[src/rtl/parking_timer_pkg.sv]
// Shared constants and prescaler operation encoding for the parking timer.
// One operation is chosen per clock edge; a lower-priority request never overrides a higher one.
package parking_timer_pkg;

  localparam int DEFAULT_DIV_100K = 100000;
  localparam int DIV_W_DEFAULT    = 24;
  localparam int CNT_W_DEFAULT    = 16;

  // Ordered so that a larger code always means a higher-priority action.
  typedef enum logic [2:0] {
    OP_HOLD  = 3'd0,  // frozen, tick forced low
    OP_COUNT = 3'd1,  // normal prescale step
    OP_SKIP  = 3'd2,  // zero-divisor load: counter advances, outputs quiet
    OP_LOAD  = 3'd3,  // accept new divisor, restart count
    OP_CLR   = 3'd4   // clear counters and outputs, keep divisor
  } presc_op_e;

  function automatic presc_op_e presc_op_decode(
    input logic clr,
    input logic div_load,
    input logic div_nonzero,
    input logic en
  );
    presc_op_e op;
    op = OP_HOLD;
    if (clr)
      op = OP_CLR;
    else if (div_load && div_nonzero)
      op = OP_LOAD;
    else if (div_load && en)
      op = OP_SKIP;
    else if (!div_load && en)
      op = OP_COUNT;
    return op;
  endfunction

endpackage

[src/rtl/parking_timer_divider_tick_prescaler.sv]
// Programmable prescaler: registered TICK and CLK_OUT every div_reg enabled cycles.
// TICK is high the cycle after terminal count; o_term flags that edge combinationally. No backpressure.
module tick_prescaler
  import parking_timer_pkg::*;
#(
  parameter int DIV_W       = DIV_W_DEFAULT,
  parameter int DEFAULT_DIV = DEFAULT_DIV_100K
) (
  input  logic             i_clk,
  input  logic             i_rst_n,
  input  logic             i_en,
  input  logic             i_clr,
  input  logic             i_div_load,
  input  logic [DIV_W-1:0] i_div_value,
  output logic             o_tick,
  output logic             o_clk_out,
  output logic             o_term
);

  localparam logic [DIV_W-1:0] ONE = DIV_W'(1);

  logic [DIV_W-1:0] r_div;
  logic [DIV_W-1:0] r_cnt;
  logic             r_tick;
  logic             r_clk_out;

  presc_op_e        w_op;
  logic             w_last;

  assign w_op   = presc_op_decode(i_clr, i_div_load, (i_div_value != '0), i_en);
  // r_div is never zero, so the subtraction cannot wrap.
  assign w_last = (r_cnt == (r_div - ONE));
  assign o_term = (w_op == OP_COUNT) && w_last;

  always_ff @(posedge i_clk or negedge i_rst_n) begin
    if (!i_rst_n) begin
      r_div     <= DIV_W'(DEFAULT_DIV);
      r_cnt     <= '0;
      r_tick    <= 1'b0;
      r_clk_out <= 1'b0;
    end else begin
      case (w_op)
        OP_CLR: begin
          r_cnt     <= '0;
          r_tick    <= 1'b0;
          r_clk_out <= 1'b0;
        end
        OP_LOAD: begin
          r_div  <= i_div_value;
          r_cnt  <= '0;
          r_tick <= 1'b0;
        end
        OP_SKIP: begin
          r_cnt  <= w_last ? '0 : r_cnt + ONE;
          r_tick <= 1'b0;
        end
        OP_COUNT: begin
          if (w_last) begin
            r_cnt     <= '0;
            r_tick    <= 1'b1;
            r_clk_out <= ~r_clk_out;
          end else begin
            r_cnt  <= r_cnt + ONE;
            r_tick <= 1'b0;
          end
        end
        default: r_tick <= 1'b0;
      endcase
    end
  end

  assign o_tick    = r_tick;
  assign o_clk_out = r_clk_out;

endmodule

[src/rtl/parking_timer_divider.sv]
// Clock divider plus saturating elapsed-tick counter and combinational alarm compare.
// ELAPSED updates on the same edge TICK is registered; ALARM is same-cycle. No backpressure.
module parking_timer_divider
  import parking_timer_pkg::*;
#(
  parameter int DIV_W       = DIV_W_DEFAULT,
  parameter int DEFAULT_DIV = DEFAULT_DIV_100K,
  parameter int CNT_W       = CNT_W_DEFAULT
) (
  input  logic             i_clk_in,
  input  logic             i_rst_n,
  input  logic             i_en,
  input  logic             i_clr,
  input  logic             i_div_load,
  input  logic [DIV_W-1:0] i_div_value,
  input  logic [CNT_W-1:0] i_alarm_value,
  output logic             o_tick,
  output logic             o_clk_out,
  output logic [CNT_W-1:0] o_elapsed,
  output logic             o_alarm
);

  localparam logic [CNT_W-1:0] ONE = CNT_W'(1);

  logic [CNT_W-1:0] r_elapsed;
  logic             w_term;
  logic             w_sat;

  tick_prescaler #(
    .DIV_W       (DIV_W),
    .DEFAULT_DIV (DEFAULT_DIV)
  ) u_prescaler (
    .i_clk       (i_clk_in),
    .i_rst_n     (i_rst_n),
    .i_en        (i_en),
    .i_clr       (i_clr),
    .i_div_load  (i_div_load),
    .i_div_value (i_div_value),
    .o_tick      (o_tick),
    .o_clk_out   (o_clk_out),
    .o_term      (w_term)
  );

  assign w_sat = &r_elapsed;

  always_ff @(posedge i_clk_in or negedge i_rst_n) begin
    if (!i_rst_n)
      r_elapsed <= '0;
    else if (i_clr)
      r_elapsed <= '0;
    else if (w_term && !w_sat)
      r_elapsed <= r_elapsed + ONE;
  end

  assign o_elapsed = r_elapsed;
  assign o_alarm   = (i_alarm_value != '0) && (r_elapsed >= i_alarm_value);

endmodule

[config.mk]
export PLATFORM = sky130hd
export DESIGN_NAME = parking_timer_divider
export DESIGN_NICKNAME = d
export VERILOG_FILES = /design/src/rtl/parking_timer_pkg.sv /design/src/rtl/parking_timer_divider_tick_prescaler.sv /design/src/rtl/parking_timer_divider.sv
export SDC_FILE = /design/constraint.sdc
export NUM_CORES = 1
export LEC_CHECK = 0
export BUFFER_PORTS_ARGS = -buffer_cell sky130_fd_sc_hd__buf_2
export CAP_MARGIN = 20
export CORE_UTILIZATION = 50
export CTS_BUF_LIST = sky130_fd_sc_hd__clkbuf_4 sky130_fd_sc_hd__clkbuf_8
export CTS_CLUSTER_SIZE = 28
export DETAILED_ROUTE_END_ITERATION = 10
export GPL_TIMING_DRIVEN = 0
export PLACE_DENSITY = 0.71
export SLEW_MARGIN = 25
export SYNTH_ARGS = -nofsm -noshare
export SYNTH_HDL_FRONTEND = slang
export SYNTH_SLANG_ARGS = --single-unit
[constraint.sdc]
create_clock -name i_clk_in -period 4.1 [get_ports i_clk_in]
set_input_delay 0.615 -clock i_clk_in [delete_from_list [all_inputs] [get_ports i_clk_in]]
set_output_delay 0.615 -clock i_clk_in [all_outputs]
set_load 0.05 [all_outputs]
==> results_dict.tcl <==
set metrics [dict create \
    grt_overflow_total 0 \
    yosys_register_bits 66 \
    drv_slew 0 \
    drt-initial-drc-count 221 \
    end_kind "register" \
    routabilityCongestion 0.883 \
    violations "design-rule violations" \
    hold_viol_final 0 \
    synth_xor_area_share_pct 5.92 \
    antenna_found_initial 0 \
    critPathSlowestCell "or4_1" \
    antenna_cells 0 \
    dp.cells 685 \
    rsz0062_at_grt "false" \
    numPortBuffers 63 \
    cts_setup_buffers 0 \
    seq_area_frac_synth_pct 36.2 \
    grt_pass1_vias 4216 \
    start_kind "register" \
    tightest_slew_ns 0.897 \
    core_area_mm2 0.00881 \
    viasPerCell 6.07 \
    drc 13 \
    synthSimpleGateAreaFrac_pct 26.3 \
    cts.reportedPaths.clkPinSlew_ns 0.08 \
    synth_area_mm2 0.00458 \
    async_reset_ff_share_pct 100 \
    crit_buf_inv 3 \
    hpwlAfterDp_um 8860 \
    initial_core_util_pct 52.1 \
    dieWidth_um 97.8 \
    min_period_ns 3.45 \
    nets 652 \
    grt_max_degree 49 \
    cpPeakStageDelay_ns 0.56 \
    vias 4253 \
    io_pins 64 \
    wl_per_cell_um 16.5 \
    yosysTopAreaCellShare_pct 32.8 \
    instances_no_fill 701 \
    fmax_mhz 290 \
    crit_top_cell "buf_4" \
    synth_compound_gate_area_share_pct 13.5 \
    synth.distinct_cells 59 \
    groute.usage.overall_pct 25.7 \
    critical_path_class "register to register" \
    clock_path_buffers 2 \
    die_area_mm2 0.00956 \
    critical_path.top_delay_family "simple AND/OR/NAND/NOR gates" \
    synthMuxAreaShare_pct 7.86 \
    clock_latency_ns 0.35 \
    dpl_worst_slack_ns 0.647 \
    grt_pass1_wl_um 19700 \
    avgSynthCellArea_um2 8.94 \
    ir_drop_mv 0.168 \
    drtAntennaViolNets 0 \
    rows 34 \
    drive_gt1_share_pct 22.1 \
    fp.dieH_um 97.8 \
    drt_first_pass_iters 7 \
    holdBufCountCts 0 \
    finalSetupTns_ns 0 \
    synth-edff-count 0 \
    powerDensity_mw_per_mm2 305 \
    synth-main-ff-cell "dfrtp_1" \
    cp.required_ns 4.35 \
    fin_crit_sh_pct 84.1 \
    critPathArrivalTime_ns 3.70 \
    setup_ws_ns 0.651 \
    cts_root_buf "clkbuf_8" \
    crit_chain "or4_1 > buf_4 > nor4_2 > nand2_1 > a311oi_1 > and2_1 > nand4bb_1 > buf_4 > nand2_2 > buf_2 > o311ai_1" \
    yosys-top-cells-area "dfrtp_1, mux2_2, ha_1" \
    synth-warning-count 0 \
    synth_top_family_by_area "simple AND/OR/NAND/NOR gates" \
    finalSetupViolations 0 \
    layout_common_cells "buf_2, dfrtp_1, nand2_1" \
    cts-buffers-inserted 9 \
    cts_max_level 3 \
    synth_cells 513 \
    fin_skew_ns 0.0115 \
    synth_nets 577 \
    slew_headroom_pct 40.1 \
    p_leak_nw 2.24 \
    ctsResizeCount 0 \
    final_common_cell "buf_2" \
    synth_top_area_cell "dfrtp_1" \
    cts_tree "yes" \
    crit_fanout 10 \
    yosys.area_share.adder_pct 5.19 \
    maxCapViolCount 0 \
    area_growth_pct 15.4 \
    cts_sinks 66 \
    drt_wl_total_um 11600 \
    hold_path_class "input port to asynchronous set/reset pin" \
    status "finished with violations" \
]
cell type report:
cell class / instances / area, um^2
repair buffers: 64 / 345
fillers: 795 / 3510
plain buffers: 26 / 114
inverters: 31 / 116
clock inverters: 6 / 88.8
clock buffers: 10 / 138
flip-flops and latches: 66 / 1660
multi-input cells: 390 / 2700
well taps: 108 / 135
through the flow:
stage / utilization [%] / instance area, um^2 / hold slack, ns / total power, W
after floorplan: - / 4580 / 0.319 / 0.000906
after global placement: 57.2 / 5030 / 0.464 / 0.000987
after detailed placement: 57.5 / 5060 / 0.470 / 0.00100
after CTS: 60.1 / 5290 / 0.137 / 0.00163
after global routing: 60.1 / 5290 / 0.152 / 0.00169
final: 60.1 / 5290 / 0.141 / 0.00162
worst register-to-register path: stages (launching register included):
cell and delay, ns:
dfrtp_1 0.46, or4_1 0.56, buf_4 0.20, nor4_2 0.48, nand2_1 0.11, a311oi_1 0.33, and2_1 0.22, nand4bb_1 0.16
buf_4 0.20, nand2_2 0.11, buf_2 0.24, o311ai_1 0.28
path summary, 6_finish.rpt:
check,startpoint,end,slack (ns),cells after the start
setup reg to reg,u_prescaler.r_div[3]$_DFFE_PN0N_,u_prescaler.r_cnt[19]$_DFFE_PN0P_,0.65,11
min in group i_clk_in,u_prescaler.o_clk_out$_DFFE_PN0P_,u_prescaler.o_clk_out$_DFFE_PN0P_,0.47,1
hold reg to reg,u_prescaler.o_clk_out$_DFFE_PN0P_,u_prescaler.o_clk_out$_DFFE_PN0P_,0.47,1
max in group asynchronous,i_rst_n,u_prescaler.r_div[7]$_DFFE_PN1N_,3.40,2
setup / recovery,u_prescaler.r_div[3]$_DFFE_PN0N_,u_prescaler.r_cnt[19]$_DFFE_PN0P_,0.65,11
hold / removal,i_rst_n,o_elapsed[9]$_DFFE_PN0P_,0.14,1
registers in the layout, indices dropped and copies added (netlist names):
name,flops
u_prescaler.o_tick,1
o_elapsed,16
u_prescaler.o_clk_out,1
u_prescaler.r_div,24
u_prescaler.r_cnt,24
routing by layer:
| layer | part of all wire, % | GRT usage [%] |
|---|---|---|
| met1 | 43 | 32.0 |
| met2 | 49 | 43.8 |
| met3 | 5.5 | 5.23 |
| met4 | 2.8 | 10.8 |
| met5 | 0 | 0 |
power by group:
part / internal [W] / switching, W
clock: 0.000360 / 0.000263
sequential: 0.000693 / 0.0000512
combinational: 0.000116 / 0.000132
total: 0.00117 / 0.000446
cells in the mapped netlist, drive strengths merged (14+ instances only):
| cell type | n |
|---|---|
| xnor2 | 16 |
| xor2 | 15 |
| nand4 | 14 |
| nand2 | 39 |
| o21ai | 27 |
| nand3 | 32 |
| dfrtp | 60 |
| inv | 31 |
| a21oi | 18 |
| or3 | 16 |
| clkbuf | 15 |
| nor2 | 23 |
| ha | 19 |
| mux2 | 24 |
| nor4 | 18 |
cells by family (layout without fill, tap and decap cells):
| group | Yosys count | count (layout) |
|---|---|---|
| AOI/OAI and AO/OA | 95 | 95 |
| muxes | 33 | 33 |
| DFF | 66 | 66 |
| xor gates and xnor gates | 31 | 31 |
| buffers and inverters | 57 | 137 |
| and+or+nand+nor | 212 | 212 |
| adders and majority gates | 19 | 19 |
Note: power is estimated with default switching activity, not from simulation.
